File: src/rtl/daq_rate_step_timer.sv
// Step counter and TX-rate / CDV done handshake conditioner for the DAQ rate-select FSM.
// Optional watchdog timeout is built when DAQ_RATE_WDOG_EN is defined.
module daq_rate_step_timer #(
  parameter int                CNT_W       = 4,
  parameter logic [CNT_W-1:0]  TC_VAL      = 4'd15,
  parameter int                SYNC_STAGES = 2,
  parameter int                WDOG_W      = 12,
  parameter logic [WDOG_W-1:0] WDOG_LIM    = 12'd3000
) (
  input  logic             wrd_clk,
  input  logic             clr_cnt_rst,
  input  logic             INC_CNT,
  input  logic             TXRATEDONE_IN,
  input  logic             CDV_DONE_IN,
  output logic [CNT_W-1:0] CNT,
  output logic             CNT_TC,
  output logic             TXRATEDONE,
  output logic             CDV_DONE,
  output logic             TMO,
  output logic [1:0]       MON_STATE
);

  localparam logic [1:0] S_TXW  = 2'd0;
  localparam logic [1:0] S_CDVW = 2'd1;
  localparam logic [1:0] S_RDY  = 2'd2;
  localparam logic [1:0] S_TMO  = 2'd3;

  localparam logic [CNT_W-1:0] CNT_ONE = {{(CNT_W-1){1'b0}}, 1'b1};
  localparam logic [CNT_W-1:0] CNT_MAX = {CNT_W{1'b1}};

  logic [CNT_W-1:0]       cnt;
  logic [SYNC_STAGES-1:0] tx_sync;
  logic [SYNC_STAGES-1:0] cdv_sync;
  logic                   tx_prev;
  logic                   cdv_prev;
  logic                   tx_ev;
  logic                   cdv_ev;
  logic [1:0]             state;
  logic [1:0]             state_nx;
  logic                   txd;
  logic                   txd_nx;
  logic                   cdvd;
  logic                   cdvd_nx;
  logic                   pend;
  logic                   pend_nx;
  logic                   adv;
  logic                   wdog_hit;

  // Saturating step counter
  always_ff @(posedge wrd_clk or posedge clr_cnt_rst) begin
    if (clr_cnt_rst) begin
      cnt <= {CNT_W{1'b0}};
    end else if (INC_CNT && (cnt != CNT_MAX)) begin
      cnt <= cnt + CNT_ONE;
    end else begin
      cnt <= cnt;
    end
  end

  // Synchronisers plus a previous-value flop; prev resets low so a level high at release yields one event
  always_ff @(posedge wrd_clk or posedge clr_cnt_rst) begin
    if (clr_cnt_rst) begin
      tx_sync  <= {SYNC_STAGES{1'b0}};
      cdv_sync <= {SYNC_STAGES{1'b0}};
      tx_prev  <= 1'b0;
      cdv_prev <= 1'b0;
    end else begin
      tx_sync  <= {tx_sync[SYNC_STAGES-2:0], TXRATEDONE_IN};
      cdv_sync <= {cdv_sync[SYNC_STAGES-2:0], CDV_DONE_IN};
      tx_prev  <= tx_sync[SYNC_STAGES-1];
      cdv_prev <= cdv_sync[SYNC_STAGES-1];
    end
  end

  assign tx_ev  = tx_sync[SYNC_STAGES-1] & ~tx_prev;
  assign cdv_ev = cdv_sync[SYNC_STAGES-1] & ~cdv_prev;

  // Handshake sequencing; a CDV event seen before TX is parked in pend so CDV_DONE never precedes TXRATEDONE
  always_comb begin
    state_nx = state;
    txd_nx   = txd;
    cdvd_nx  = cdvd;
    pend_nx  = pend;
    adv      = 1'b0;
    case (state)
      S_TXW: begin
        if (tx_ev) begin
          adv    = 1'b1;
          txd_nx = 1'b1;
          if (pend || cdv_ev) begin
            cdvd_nx  = 1'b1;
            state_nx = S_RDY;
          end else begin
            state_nx = S_CDVW;
          end
        end else if (cdv_ev) begin
          pend_nx = 1'b1;
        end else begin
          pend_nx = pend;
        end
      end
      S_CDVW: begin
        if (cdv_ev) begin
          adv      = 1'b1;
          cdvd_nx  = 1'b1;
          state_nx = S_RDY;
        end else begin
          state_nx = S_CDVW;
        end
      end
      default: begin
        state_nx = state;
      end
    endcase
    if (wdog_hit && !adv) begin
      state_nx = S_TMO;
    end else begin
      state_nx = state_nx;
    end
  end

  // Handshake state and sticky flags
  always_ff @(posedge wrd_clk or posedge clr_cnt_rst) begin
    if (clr_cnt_rst) begin
      state <= S_TXW;
      txd   <= 1'b0;
      cdvd  <= 1'b0;
      pend  <= 1'b0;
    end else begin
      state <= state_nx;
      txd   <= txd_nx;
      cdvd  <= cdvd_nx;
      pend  <= pend_nx;
    end
  end

`ifdef DAQ_RATE_WDOG_EN
  localparam logic [WDOG_W-1:0] WDOG_ONE  = {{(WDOG_W-1){1'b0}}, 1'b1};
  localparam logic [WDOG_W-1:0] WDOG_LAST = WDOG_LIM - WDOG_ONE;

  logic [WDOG_W-1:0] wdog;
  logic              wdog_run;

  assign wdog_run = (state == S_TXW) || (state == S_CDVW);
  // >= so a limit cycle lost to an advancing event still times out on the next idle cycle
  assign wdog_hit = wdog_run && (wdog >= WDOG_LAST);

  // One watchdog spans both waiting states
  always_ff @(posedge wrd_clk or posedge clr_cnt_rst) begin
    if (clr_cnt_rst) begin
      wdog <= {WDOG_W{1'b0}};
    end else if (wdog_run) begin
      wdog <= wdog + WDOG_ONE;
    end else begin
      wdog <= wdog;
    end
  end

  assign TMO = (state == S_TMO);
`else
  logic unused_wdog_cfg;

  assign wdog_hit        = 1'b0;
  assign unused_wdog_cfg = ^{WDOG_LIM, adv};
  assign TMO             = 1'b0;
`endif

  assign CNT        = cnt;
  assign CNT_TC     = (cnt == TC_VAL);
  assign TXRATEDONE = txd;
  assign CDV_DONE   = cdvd;
  assign MON_STATE  = state;

endmodule
File: config.mk
export PLATFORM = sky130hd
export DESIGN_NAME = daq_rate_step_timer
export DESIGN_NICKNAME = d
export VERILOG_FILES = /design/src/rtl/daq_rate_step_timer.sv
export SDC_FILE = /design/constraint.sdc
export NUM_CORES = 1
export LEC_CHECK = 0
export BUFFER_PORTS_ARGS = -buffer_cell sky130_fd_sc_hd__buf_2
export CAP_MARGIN = 20
export CELL_PAD_IN_SITES_DETAIL_PLACEMENT = 1
export CELL_PAD_IN_SITES_GLOBAL_PLACEMENT = 2
export CORE_MARGIN = 4
export CORE_UTILIZATION = 28
export DETAILED_ROUTE_END_ITERATION = 8
export PLACE_DENSITY_LB_ADDON = 0.3
export RECOVER_POWER = 50
export SLEW_MARGIN = 20
export SYNTH_ARGS = -nofsm -noshare
export SYNTH_HDL_FRONTEND = slang
export SYNTH_SLANG_ARGS = --single-unit
File: constraint.sdc
create_clock -name wrd_clk -period 1.4 [get_ports wrd_clk]
set_input_delay 0.07 -clock wrd_clk [delete_from_list [all_inputs] [get_ports wrd_clk]]
set_output_delay 0.07 -clock wrd_clk [all_outputs]
set_load 0.05 [all_outputs]
# After elaboration in Yosys (flattened, before gate mapping)
# Index checks and enable logic that the tools add are counted.
# totals
latchBits,0
memories,0
rom_bits,0
mem_bits_rw,0
register_bits,15
# op_classes
n_addsub,1
n_bitwise,5
mux,8
order_cmp,0
n_eq_ne,6
n_reduce_logical,8
shift,0
n_div,0
mul,0
# op_table
operator,count
2-bit two-way mux,3
2-bit != test (second input constant),3
4-bit by 1-bit adder with 4-bit output (second input constant),1
4-bit == test (second input constant),1
4-bit != test (second input constant),1
2-bit one-hot mux with 2 select lines,1
2-bit AND reduction,2
4-bit AND reduction,1
1-bit two-way mux,3
1-bit NOT,3
3-bit AND reduction,1
1-bit bitwise AND,2
2-bit by 1-bit == test with 1-bit output (second input constant),1
2-bit logical NOT,1
1-bit one-hot mux with 2 select lines,1
2-bit nonzero test,1
1-bit logical AND,1
1-bit logical OR,1

# Logic depth before layout (Yosys ltp)
# depth
word_depth,6
ltp_mapped,4
depth_no_buf,4

# Worst setup path before layout
# Ideal clock, no wire load.
# synth_path
kind,register to register
start,"reg cnt[0], in the netlist CNT[0]"
end,"reg cnt[1], in the netlist CNT[1]"
slack_ps,-406
t_arrival_ps,1681
required_ps,1275
stages_incl_launch_ff,5
path_buffers,0
cell_sequence,dfrtp_1 -> ha_1 -> and3_4 -> nand2b_4 -> mux2_4
# synth_between
elab_chain_len,2
word_cells_on_any_way,3
classes_between,1 x add/sub; 1 x eq/ne; 1 x reduce/logical
# synth_rtl
element,line,source
from (decl),31,logic [CNT_W-1:0] cnt;
from (signal assigned),52,cnt <= {CNT_W{1'b0}};
from (signal assigned),54,cnt <= cnt + CNT_ONE;
from (signal assigned),56,cnt <= cnt;
branches (longest 2 deep; another with 4-bit by 1-bit adder with 4-bit output),-,
# Parallel ways; which one is timed is not known.
# A chain may end at the register's enable or synchronous reset.

# Worst setup path after layout
# layout_path
start,"reg cnt[1], in the netlist CNT[1]"
end,out CNT_TC
# layout_between
elab_chain_len,1
# layout_rtl
element,line,source
4-bit == test,169,assign CNT_TC = (cnt == TC_VAL);
to (decl),16,"output logic CNT_TC,"
# Every way passes these cells.

==> flow_summary.yaml <==
placement:
  place.gp.congestion: 0.6805
  dp_slack_ns: 0.06987
  port_buffers: 13
routing:
  post_drt_via_cell_ratio: 4.196
  wl_met1_microns: 442
  first_iter_violations: 2
  routed.top_layer: "met3"
  wl_microns: 984
  routedWlPerCell_microns: 10.70
  wl_met2_microns: 464
  wl_met3_microns: 78
  drt-pass1-iter-count: 3
  num_vias: 386
  drc: 0
  ant_nets: 0
critical_path:
  worstSetupStartpointType: "flip-flop"
  end_kind: "primary output"
  slowest_delay_ns: 0.44
  regToRegSetupSlack_ns: 0.07
  ff2ff_path_depth: 4
  cp_slowest_cell: "dfrtp_2"
  path_buf_inv: 1
  required_ns: 1.33
  arrival_ns: 1.27
  critPathKind: "flip-flop to primary output"
  rr_startpoint: "CNT[1]$_DFFE_PP0P_"
  critPathMaxFanout: 4
  path_delay_family: "flip-flops"
  crit_chain: "ha_4 -> and3_4 -> clkbuf_4"
  r2r_end: "CNT[1]$_DFFE_PP0P_"
synth:
  ys.flop_type: "dfrtp_1"
  ys_top_cells_by_count: "dfrtp_1, nor2_1, a21oi_1, nand2b_1"
  syn-mean-instance-area_sq_um: 13.22
  yosysUniqueCellTypes: 20
  synth_edf_count: 0
  ys_async_sr_fraction_pct: 100.0
  netlist_instances: 44
  synth.most_common_cell: "dfrtp_1"
  synth-seq-cells: 15
  synth_largest_area_cell: "dfrtp_1"
  yosysTopAreaCellShare_pct: 64.52
  synth_nets: 50
  synth.area.top_cells: "dfrtp_1, a2bb2o_4, nand2b_1, nor2_1, a21oi_1"
  synth.yosys.seq_area_share_pct: 64.52
  syn_area_sq_um: 581.8
  yosys_warnings: 0
grt:
  gr-total-overflow: 0
  grt_pass1_vias: 403
  grt_pass1_wl_mm: 1.780
  track_usage_pct: 8.708
  antenna_found_initial: 0
  grt_max_degree: 16
min_path:
  hold_class: "input pin to flip-flop"
  hold-path-cell-count: 2
  hold_start: "INC_CNT"
  hold_path_end: "CNT[2]$_DFFE_PP0P_"
floorplan:
  io_pins: 15
  core_area_sq_um: 1962
  fp.dieArea_sq_um: 2871
  start_util_pct: 29.66
  die_width_microns: 53.59
  rows: 16
  die_h_microns: 53.59
timing:
  fin_crit_ns: 1.342
  relSlewSlack_pct: 63.65
  worst_slew_pin_slew_ns: 0.5446
  setup_viol: 0
  finalCritPeriodShare_pct: 95.88
  fmax_mhz: 744.9
  slew_viol_final: 0
  final-hold-violation-count: 0
  rsz0062_at_grt: "no"
  fin_worst_skew_ns: 0.001634
  setup_ws_ns: 0.05763
finish:
  drive_gt1_share_pct: 43.08
  syn_to_final_growth_pct: 31.61
  nets: 72
  n_antenna_cell: 0
status:
  status: "finished clean"
pwr:
  combPwrFrac_pct: 47.8
  p_sw_uw: 733.7
  peakVddDrop_mv: 0.8752
  pwr-share-clk_pct: 14.2
  powerDensity_nw_per_um2: 2200
  p_leak_nw: 0.3488
  switching_share_pct: 43.55
  finalPower_mw: 1.685
  p_int_uw: 951.1
  seqPwrFrac_pct: 38.0
job:
  max_cap_viol_count: 0
cts:
  insertion_delay_ns: 0.28
  cts_tree: "done"
  cts_buffers: 3
  clockRootBuffer: "clkbuf_4"
  clockBufferDepth: 2
  path_clk_slew_ns: 0.09
  cts_max_level: 1
  clock-sinks: 15
[layer usage]
layer | vias to the layer above | global-route usage (%)
li1 | 185 | -
met1 | 190 | 11.09
met2 | 11 | 12.45
met3 | 0 | 5.817
met4 | 0 | 1.277
met5 | - | 0
[worst register-to-register path: cells and delay by family, from the launching register on]
kind | cells | cell delay (ns)
adders and majority gates | 1 | 0.18
DFF | 1 | 0.44
muxes | 1 | 0.29
and+or+nand+nor | 2 | 0.31
[what timing repair did]
action,in CTS,in global routing
resized for setup,0,1
hold buffers,3,0
setup endpoints to repair,0,1
buffers inserted,0,2
hold endpoints to repair,17,0
[power by group through the flow]
stage | Clock [mW] | Sequential (mW) | Combinational (mW)
2_1_floorplan | 0 | 0.933 | 0.315
3_3_place_gp | 0 | 0.659 | 0.742
3_5_place_dp | 0 | 0.663 | 0.743
4_1_cts | 0.252 | 0.655 | 0.750
5_1_grt | 0.272 | 0.659 | 0.869
6_report | 0.240 | 0.640 | 0.805
[registers in the layout, indices dropped and copies added, names as in the netlist]
signal	cells
MON_STATE	2
tx_sync	2
CNT	4
pend	1
tx_prev	1
cdv_sync	2
cdv_prev	1
CDV_DONE	1
TXRATEDONE	1
[kinds of logic after synthesis]
kind of cell	count (synthesis)	synth area share, %
other	1	0.6445
adder cells (fa/ha/maj)	1	2.150
XOR/XNOR	1	1.506
flip-flops	15	64.52
AO/OA/AOI/OAI	8	10.97
buffers and inverters	3	2.582
AND/OR/NAND/NOR	14	15.05
multiplexers	1	2.580
[area by class of cell]
cell class,instances,area [sq um]
multi-input combinational,26,203.9
timing repair buffer,18,112.6
inverter,2,7.507
fill,233,1196
clock buffer,3,22.52
tap,27,33.78
sequential,15,380.4
clock inverter,1,5.005
[cell usage in the layout (no fill, tap or decap), types with 2 or more instances in the layout]
cell / count
a21o_1: 2
a21oi_1: 3
buf_2: 12
buf_4: 2
clkbuf_4: 4
dfrtp_1: 11
dfrtp_2: 4
dlygate4sd3_1: 3
inv_1: 2
nand2b_1: 3
nor2_1: 5
[per-stage QoR]
step                      cells  setup TNS [ns]  cell area [sq um]  util [%]  hold WS, ns
final                        92               0              765.7     39.03      0.04550
after global routing         92               0              765.7     39.03      0.06053
after CTS                    90               0              748.2     38.14      0.04032
after detailed placement     83               0              690.7     35.20       0.1558
after global placement       83               0              690.7     35.20       0.1565
after floorplan              44         -0.1901              599.3         -     -0.02879
[worst max-delay path by stage]
stage	from	end	slack, ns	depth (start not counted)
2_1_floorplan	CNT[0]$_DFFE_PP0P_	CNT[1]$_DFFE_PP0P_	-0.19	4
3_3_place_gp	CNT[0]$_DFFE_PP0P_	CNT[1]$_DFFE_PP0P_	0.08	4
3_5_place_dp	CNT[0]$_DFFE_PP0P_	CNT[1]$_DFFE_PP0P_	0.07	4
4_1_cts	CNT[0]$_DFFE_PP0P_	CNT_TC	0.03	3
5_1_grt	CNT[1]$_DFFE_PP0P_	CNT_TC	0.005	3
6_report	CNT[1]$_DFFE_PP0P_	CNT_TC	0.06	3
(Power assumes the default switching activity.)
